**src/rtl/nibble_serial_adder_ctrl_if.sv**
```systemverilog
// Bundle of the request/result handshake and the external 4-bit adder hookup.
// The sequencer uses the slave view; the environment (producer, consumer, adder) uses master.
interface nibble_serial_adder_ctrl_if #(
  parameter int NIBBLES = 4
);
  localparam int W = 4 * NIBBLES;

  logic         in_valid;
  logic         in_ready;
  logic [W-1:0] op_a;
  logic [W-1:0] op_b;
  logic         carry_in;
  logic         sub;

  logic         out_valid;
  logic         out_ready;
  logic [W-1:0] result;
  logic         carry_out;
  logic         overflow;

  logic [3:0]   add_a;
  logic [3:0]   add_b;
  logic         add_cin;
  logic [3:0]   add_sum;
  logic         add_cout;

  modport slave (
    input  in_valid, op_a, op_b, carry_in, sub, out_ready, add_sum, add_cout,
    output in_ready, out_valid, result, carry_out, overflow, add_a, add_b, add_cin
  );

  modport master (
    output in_valid, op_a, op_b, carry_in, sub, out_ready, add_sum, add_cout,
    input  in_ready, out_valid, result, carry_out, overflow, add_a, add_b, add_cin
  );
endinterface

```
**src/rtl/nibble_serial_adder_ctrl.sv**
```systemverilog
// Wide add/subtract sequenced one nibble per cycle (LSB first) through an external
// 4-bit full adder, with the carry chained through a register between slices.
//
//   state  | meaning
//   -------+-----------------------------------------------------------
//   S_IDLE | ready for a request; adder inputs held at 0
//   S_RUN  | nibble idx_q on the adder; sum slice and carry captured each edge
//   S_DONE | result/carry_out/overflow valid until the consumer takes it
module nibble_serial_adder_ctrl #(
  parameter int NIBBLES = 4
) (
  input logic clk,
  input logic rst,
  nibble_serial_adder_ctrl_if.slave bus
);
  localparam int W  = 4 * NIBBLES;
  localparam int IW = $clog2(NIBBLES);
  localparam logic [IW-1:0] LAST = IW'(NIBBLES - 1);

  typedef enum logic [1:0] {
    S_IDLE,
    S_RUN,
    S_DONE
  } state_e;

  state_e        state_q;
  logic [IW-1:0] idx_q;
  logic [W-1:0]  a_q;
  logic [W-1:0]  b_q;
  logic          carry_q;
  logic [W-1:0]  result_q;
  logic          carry_out_q;
  logic          overflow_q;
  logic          in_ready_q;
  logic          out_valid_q;

  logic [3:0]    nib_a;
  logic [3:0]    nib_b;

  assign nib_a = a_q[4*idx_q +: 4];
  assign nib_b = b_q[4*idx_q +: 4];

  always_comb begin
    bus.add_a   = 4'h0;
    bus.add_b   = 4'h0;
    bus.add_cin = 1'b0;
    if (state_q == S_RUN) begin
      bus.add_a   = nib_a;
      bus.add_b   = nib_b;
      bus.add_cin = carry_q;
    end
  end

  assign bus.in_ready  = in_ready_q;
  assign bus.out_valid = out_valid_q;
  assign bus.result    = result_q;
  assign bus.carry_out = carry_out_q;
  assign bus.overflow  = overflow_q;

  always_ff @(posedge clk) begin
    if (rst) begin
      state_q     <= S_IDLE;
      idx_q       <= '0;
      a_q         <= '0;
      b_q         <= '0;
      carry_q     <= 1'b0;
      result_q    <= '0;
      carry_out_q <= 1'b0;
      overflow_q  <= 1'b0;
      in_ready_q  <= 1'b1;
      out_valid_q <= 1'b0;
    end else begin
      case (state_q)
        S_IDLE: begin
          if (bus.in_valid && in_ready_q) begin
            // Subtraction is A + ~B + 1: invert B once here, seed the carry with 1.
            a_q        <= bus.op_a;
            b_q        <= bus.op_b ^ {W{bus.sub}};
            carry_q    <= bus.sub | bus.carry_in;
            idx_q      <= '0;
            in_ready_q <= 1'b0;
            state_q    <= S_RUN;
          end
        end
        S_RUN: begin
          result_q[4*idx_q +: 4] <= bus.add_sum;
          carry_q                <= bus.add_cout;
          idx_q                  <= idx_q + IW'(1);
          if (idx_q == LAST) begin
            // Top slice: add_sum[3] is the result sign bit.
            carry_out_q <= bus.add_cout;
            overflow_q  <= (a_q[W-1] == b_q[W-1]) && (bus.add_sum[3] != a_q[W-1]);
            idx_q       <= '0;
            out_valid_q <= 1'b1;
            state_q     <= S_DONE;
          end
        end
        S_DONE: begin
          if (bus.out_ready) begin
            out_valid_q <= 1'b0;
            in_ready_q  <= 1'b1;
            state_q     <= S_IDLE;
          end
        end
        default: begin
          state_q     <= S_IDLE;
          in_ready_q  <= 1'b1;
          out_valid_q <= 1'b0;
        end
      endcase
    end
  end
endmodule

```
**src/flat_wrapper.sv**
```systemverilog
// flat-port wrapper written by rule: the top's interface ports become plain ports
module nibble_serial_adder_ctrl_flat 
#(
  parameter int NIBBLES = 4
)
  (clk, rst, bus_in_valid, bus_op_a, bus_op_b, bus_carry_in, bus_sub, bus_out_ready, bus_add_sum, bus_add_cout, bus_in_ready, bus_out_valid, bus_result, bus_carry_out, bus_overflow, bus_add_a, bus_add_b, bus_add_cin);
  nibble_serial_adder_ctrl_if #(.NIBBLES(NIBBLES)) bus_i ();
  input logic clk;
  input logic rst;
  input wire logic [$bits(bus_i.in_valid)-1:0] bus_in_valid;
  input wire logic [$bits(bus_i.op_a)-1:0] bus_op_a;
  input wire logic [$bits(bus_i.op_b)-1:0] bus_op_b;
  input wire logic [$bits(bus_i.carry_in)-1:0] bus_carry_in;
  input wire logic [$bits(bus_i.sub)-1:0] bus_sub;
  input wire logic [$bits(bus_i.out_ready)-1:0] bus_out_ready;
  input wire logic [$bits(bus_i.add_sum)-1:0] bus_add_sum;
  input wire logic [$bits(bus_i.add_cout)-1:0] bus_add_cout;
  output wire logic [$bits(bus_i.in_ready)-1:0] bus_in_ready;
  output wire logic [$bits(bus_i.out_valid)-1:0] bus_out_valid;
  output wire logic [$bits(bus_i.result)-1:0] bus_result;
  output wire logic [$bits(bus_i.carry_out)-1:0] bus_carry_out;
  output wire logic [$bits(bus_i.overflow)-1:0] bus_overflow;
  output wire logic [$bits(bus_i.add_a)-1:0] bus_add_a;
  output wire logic [$bits(bus_i.add_b)-1:0] bus_add_b;
  output wire logic [$bits(bus_i.add_cin)-1:0] bus_add_cin;
  assign bus_i.in_valid = bus_in_valid;
  assign bus_i.op_a = bus_op_a;
  assign bus_i.op_b = bus_op_b;
  assign bus_i.carry_in = bus_carry_in;
  assign bus_i.sub = bus_sub;
  assign bus_i.out_ready = bus_out_ready;
  assign bus_i.add_sum = bus_add_sum;
  assign bus_i.add_cout = bus_add_cout;
  assign bus_in_ready = bus_i.in_ready;
  assign bus_out_valid = bus_i.out_valid;
  assign bus_result = bus_i.result;
  assign bus_carry_out = bus_i.carry_out;
  assign bus_overflow = bus_i.overflow;
  assign bus_add_a = bus_i.add_a;
  assign bus_add_b = bus_i.add_b;
  assign bus_add_cin = bus_i.add_cin;
  nibble_serial_adder_ctrl #(.NIBBLES(NIBBLES)) u_core (.clk(clk), .rst(rst), .bus(bus_i));
endmodule
```
**config.mk**
```make
export PLATFORM = sky130hd
export DESIGN_NAME = nibble_serial_adder_ctrl_flat
export DESIGN_NICKNAME = d
export VERILOG_FILES = /design/src/rtl/nibble_serial_adder_ctrl_if.sv /design/src/rtl/nibble_serial_adder_ctrl.sv /design/src/flat_wrapper.sv
export SDC_FILE = /design/constraint.sdc
export NUM_CORES = 1
export LEC_CHECK = 0
export BUFFER_PORTS_ARGS = -buffer_cell sky130_fd_sc_hd__buf_2
export CAP_MARGIN = 0
export CORE_MARGIN = 1.5
export CORE_UTILIZATION = 52
export DETAILED_ROUTE_END_ITERATION = 10
export PLACE_DENSITY = 0.79
export SETUP_SLACK_MARGIN = 0.05
export SLEW_MARGIN = 25
export SYNTH_ARGS = -nofsm -noshare
export SYNTH_HDL_FRONTEND = slang
export SYNTH_SLANG_ARGS = --single-unit
```
**constraint.sdc**
```tcl
create_clock -name clk -period 2.5 [get_ports clk]
set_input_delay 0.5 -clock clk [delete_from_list [all_inputs] [get_ports clk]]
set_output_delay 0.5 -clock clk [all_outputs]
set_load 0.005 [all_outputs]
```
==> out/results.ini <==
[status]
outcome=finished, final reports clean

[critical_path]
path_max_fanout=12
r2r_end=u_core.bus.result[14]
end_kind=output port
r2r-start=u_core.idx_q[0]
r2r_cells=6
r2r_slack_ns=0.69
startpoint_type=register
crit_arrival_ns=1.70
critPathKind=register to output port
required_ns=2.00

[floorplanning]
core_area_um2=4850
start_util=0.555
die_w_um=74.9
die_h_um=74.9
rows=25
dieArea_um2=5610
io_pins=72

[sta]
max_freq_mhz=454
report.final.slew_viol_count=0
worst_slew_pin_slew_ns=0.713
min_period_ns=2.20
finalSetupTns_ns=0
relSlewSlack=0.525
finalCritPeriodShare=0.881
fin_worst_skew_ns=0.00349
hold_viol_final=0
setup_viol=0
rsz0062_at_grt=false

[drt]
ant_nets=0
drt-initial-drc-count=104
vias_per_cell=5.23
vias=2263
wire_per_inst_um=13.0
drc_errors=0
finalWirelength_um=5630
drt-pass1-iter-count=4

[placed_design]
dpl_cell_area_um2=3070
hpwl_um=3990
routabilityCongestion=0.795
portBuffers=71

[final_layout]
nFillCells=403
design_area_um2=3260
area_delta_synth_final_pct=21.2
antenna_cells=0
nets=410
drive_gt1_frac=0.292

[hold_path]
min_path_type=input pin to register
hold_end=u_core.a_q[5]
worstHoldStart=bus_op_a[5]
hold-path-cell-count=3

[grt]
grt_pass1_wl_um=9060
grt_max_degree=43
grt_usage=0.217
grt_pass1_vias=2036
grt_overflow=0
antenna_found_initial=0

[synth]
synth_edf_count=0
synth_top_area_cell=dfxtp_1
syn-instance-count=292
synth_warnings=0
synth_seq_cells=57
syn_nets=341
yosys-top-cells-area=dfxtp_1 (42%), nand2_1 (6.4%), a21oi_1 (5.6%), xnor2_1 (5.2%), a211oi_1 (4.7%)
yosysSeqAreaShare=0.424
synth_area_um2=2690
synth.most_common_cell=dfxtp_1
ys_types=37
synthTopCellsByCount=dfxtp_1 (57), nand2_1 (46), a21oi_1 (30)
synth_ff_type=dfxtp_1
async_flop_share=0
post-synth-top-area-fraction=0.424
postSynthAreaPerCell_um2=9.21

[cts]
h-tree-depth=3
ctsResizeCount=0
clk_latency_ns=0.33
cts_sinks=57
cts_tree=yes
numCtsBuffers=9
post_cts_buffers=0
clk_pin_slew_worst_paths_ns=0.06
root_buffer=clkbuf_8
cts_hold_buffers=0
clockBufferDepth=2

[run]
cap_violations=0

[pwr]
power_density_nw_per_um2=647
power.leakage_nw=1.35
ir_worst_vdd_mv=0.435

## cells by family after synthesis
kind of cell | after synthesis | synth area share
DFF | 57 | 0.424
adders and majority gates | 6 | 0.0279
muxes | 9 | 0.0767
xor gates and xnor gates | 16 | 0.0521
AOI/OAI and AO/OA | 60 | 0.140
and+or+nand+nor | 114 | 0.217
buffers and inverters | 30 | 0.0619
## worst max-delay path, stage by stage (launching register included)
cell and delay [ns]:
dfxtp_1 0.33, buf_4 0.21, mux4_1 0.56, and2_1 0.16, buf_2 0.12
## layout make-up
class / instances / area [µm²] / area share
clock buffer: 14 / 183 / 0.0560
clock inverter: 2 / 10.0 / 0.00307
inverter: 6 / 22.5 / 0.00691
multi-input combinational: 205 / 1380 / 0.424
sequential: 57 / 1140 / 0.350
tap: 67 / 83.8 / 0.0257
timing repair buffer: 82 / 438 / 0.134
## layout by cell type, fill, tap and decap left out, drive strengths merged
| master | count |
|---|---|
| nand4bb | 1 |
| nor2 | 25 |
| o32ai | 4 |
| nor2b | 1 |
| nand2b | 6 |
| nand3b | 4 |
| a32oi | 4 |
| o21ai | 2 |
| ha | 6 |
| nor4b | 2 |
| mux4 | 8 |
| xnor2 | 16 |
| and2 | 9 |
| clkinv | 2 |
| a211oi | 17 |
| a21oi | 30 |
| nand2 | 46 |
| or2 | 1 |
| inv | 6 |
| buf | 82 |
| and4bb | 3 |
| mux2 | 1 |
| a31oi | 2 |
| clkbuf | 14 |
| dfxtp | 57 |
| nand3 | 3 |
| nor3 | 2 |
| nand4 | 9 |
| and3b | 2 |
| o21bai | 1 |
## sequential cells by signal, indices dropped and copies added (netlist names)
signal	flops
u_core.state_q	2
u_core.bus.in_ready	1
u_core.b_q	16
u_core.bus.result	16
u_core.carry_q	1
u_core.idx_q	2
u_core.bus.carry_out	1
u_core.bus.overflow	1
u_core.bus.out_valid	1
u_core.a_q	16
## power breakdown
group / internal, mW / switching [mW]
registers: 0.961 / 0.0289
clock network: 0.465 / 0.344
logic: 0.147 / 0.162
total: 1.57 / 0.535
## worst max path at each step
stage                         start              endpoint  slack (ns)
floorplan           u_core.idx_q[1]  u_core.bus.result[0]        0.72
global placement    u_core.idx_q[0]          bus_add_a[3]        0.66
detailed placement  u_core.idx_q[0]          bus_add_a[3]        0.63
CTS                 u_core.idx_q[0]          bus_add_a[3]        0.26
global route        u_core.idx_q[0]          bus_add_a[3]        0.20
finish              u_core.idx_q[0]          bus_add_a[3]        0.30
## routing by layer
layer	vias to the layer above	wire length [µm]	global-route usage
li1	1169	-	-
met1	1016	2510	0.261
met2	72	2640	0.339
met3	6	416	0.0924
met4	0	55	0.0949
met5	-	0	0
## stage by stage
step | power, mW | instances | setup slack (ns) | hold WS, ns | util
finish | 2.11 | 433 | 0.297 | 0.406 | 0.673
detailed placement | 1.32 | 417 | 0.632 | 0.444 | 0.633
global placement | 1.31 | 417 | 0.660 | 0.438 | 0.633
CTS | 2.13 | 433 | 0.263 | 0.387 | 0.673
floorplan | 1.23 | 292 | 0.718 | 0.432 | -
global route | 2.22 | 433 | 0.200 | 0.394 | 0.673
Power figures use the tool's default switching activity.
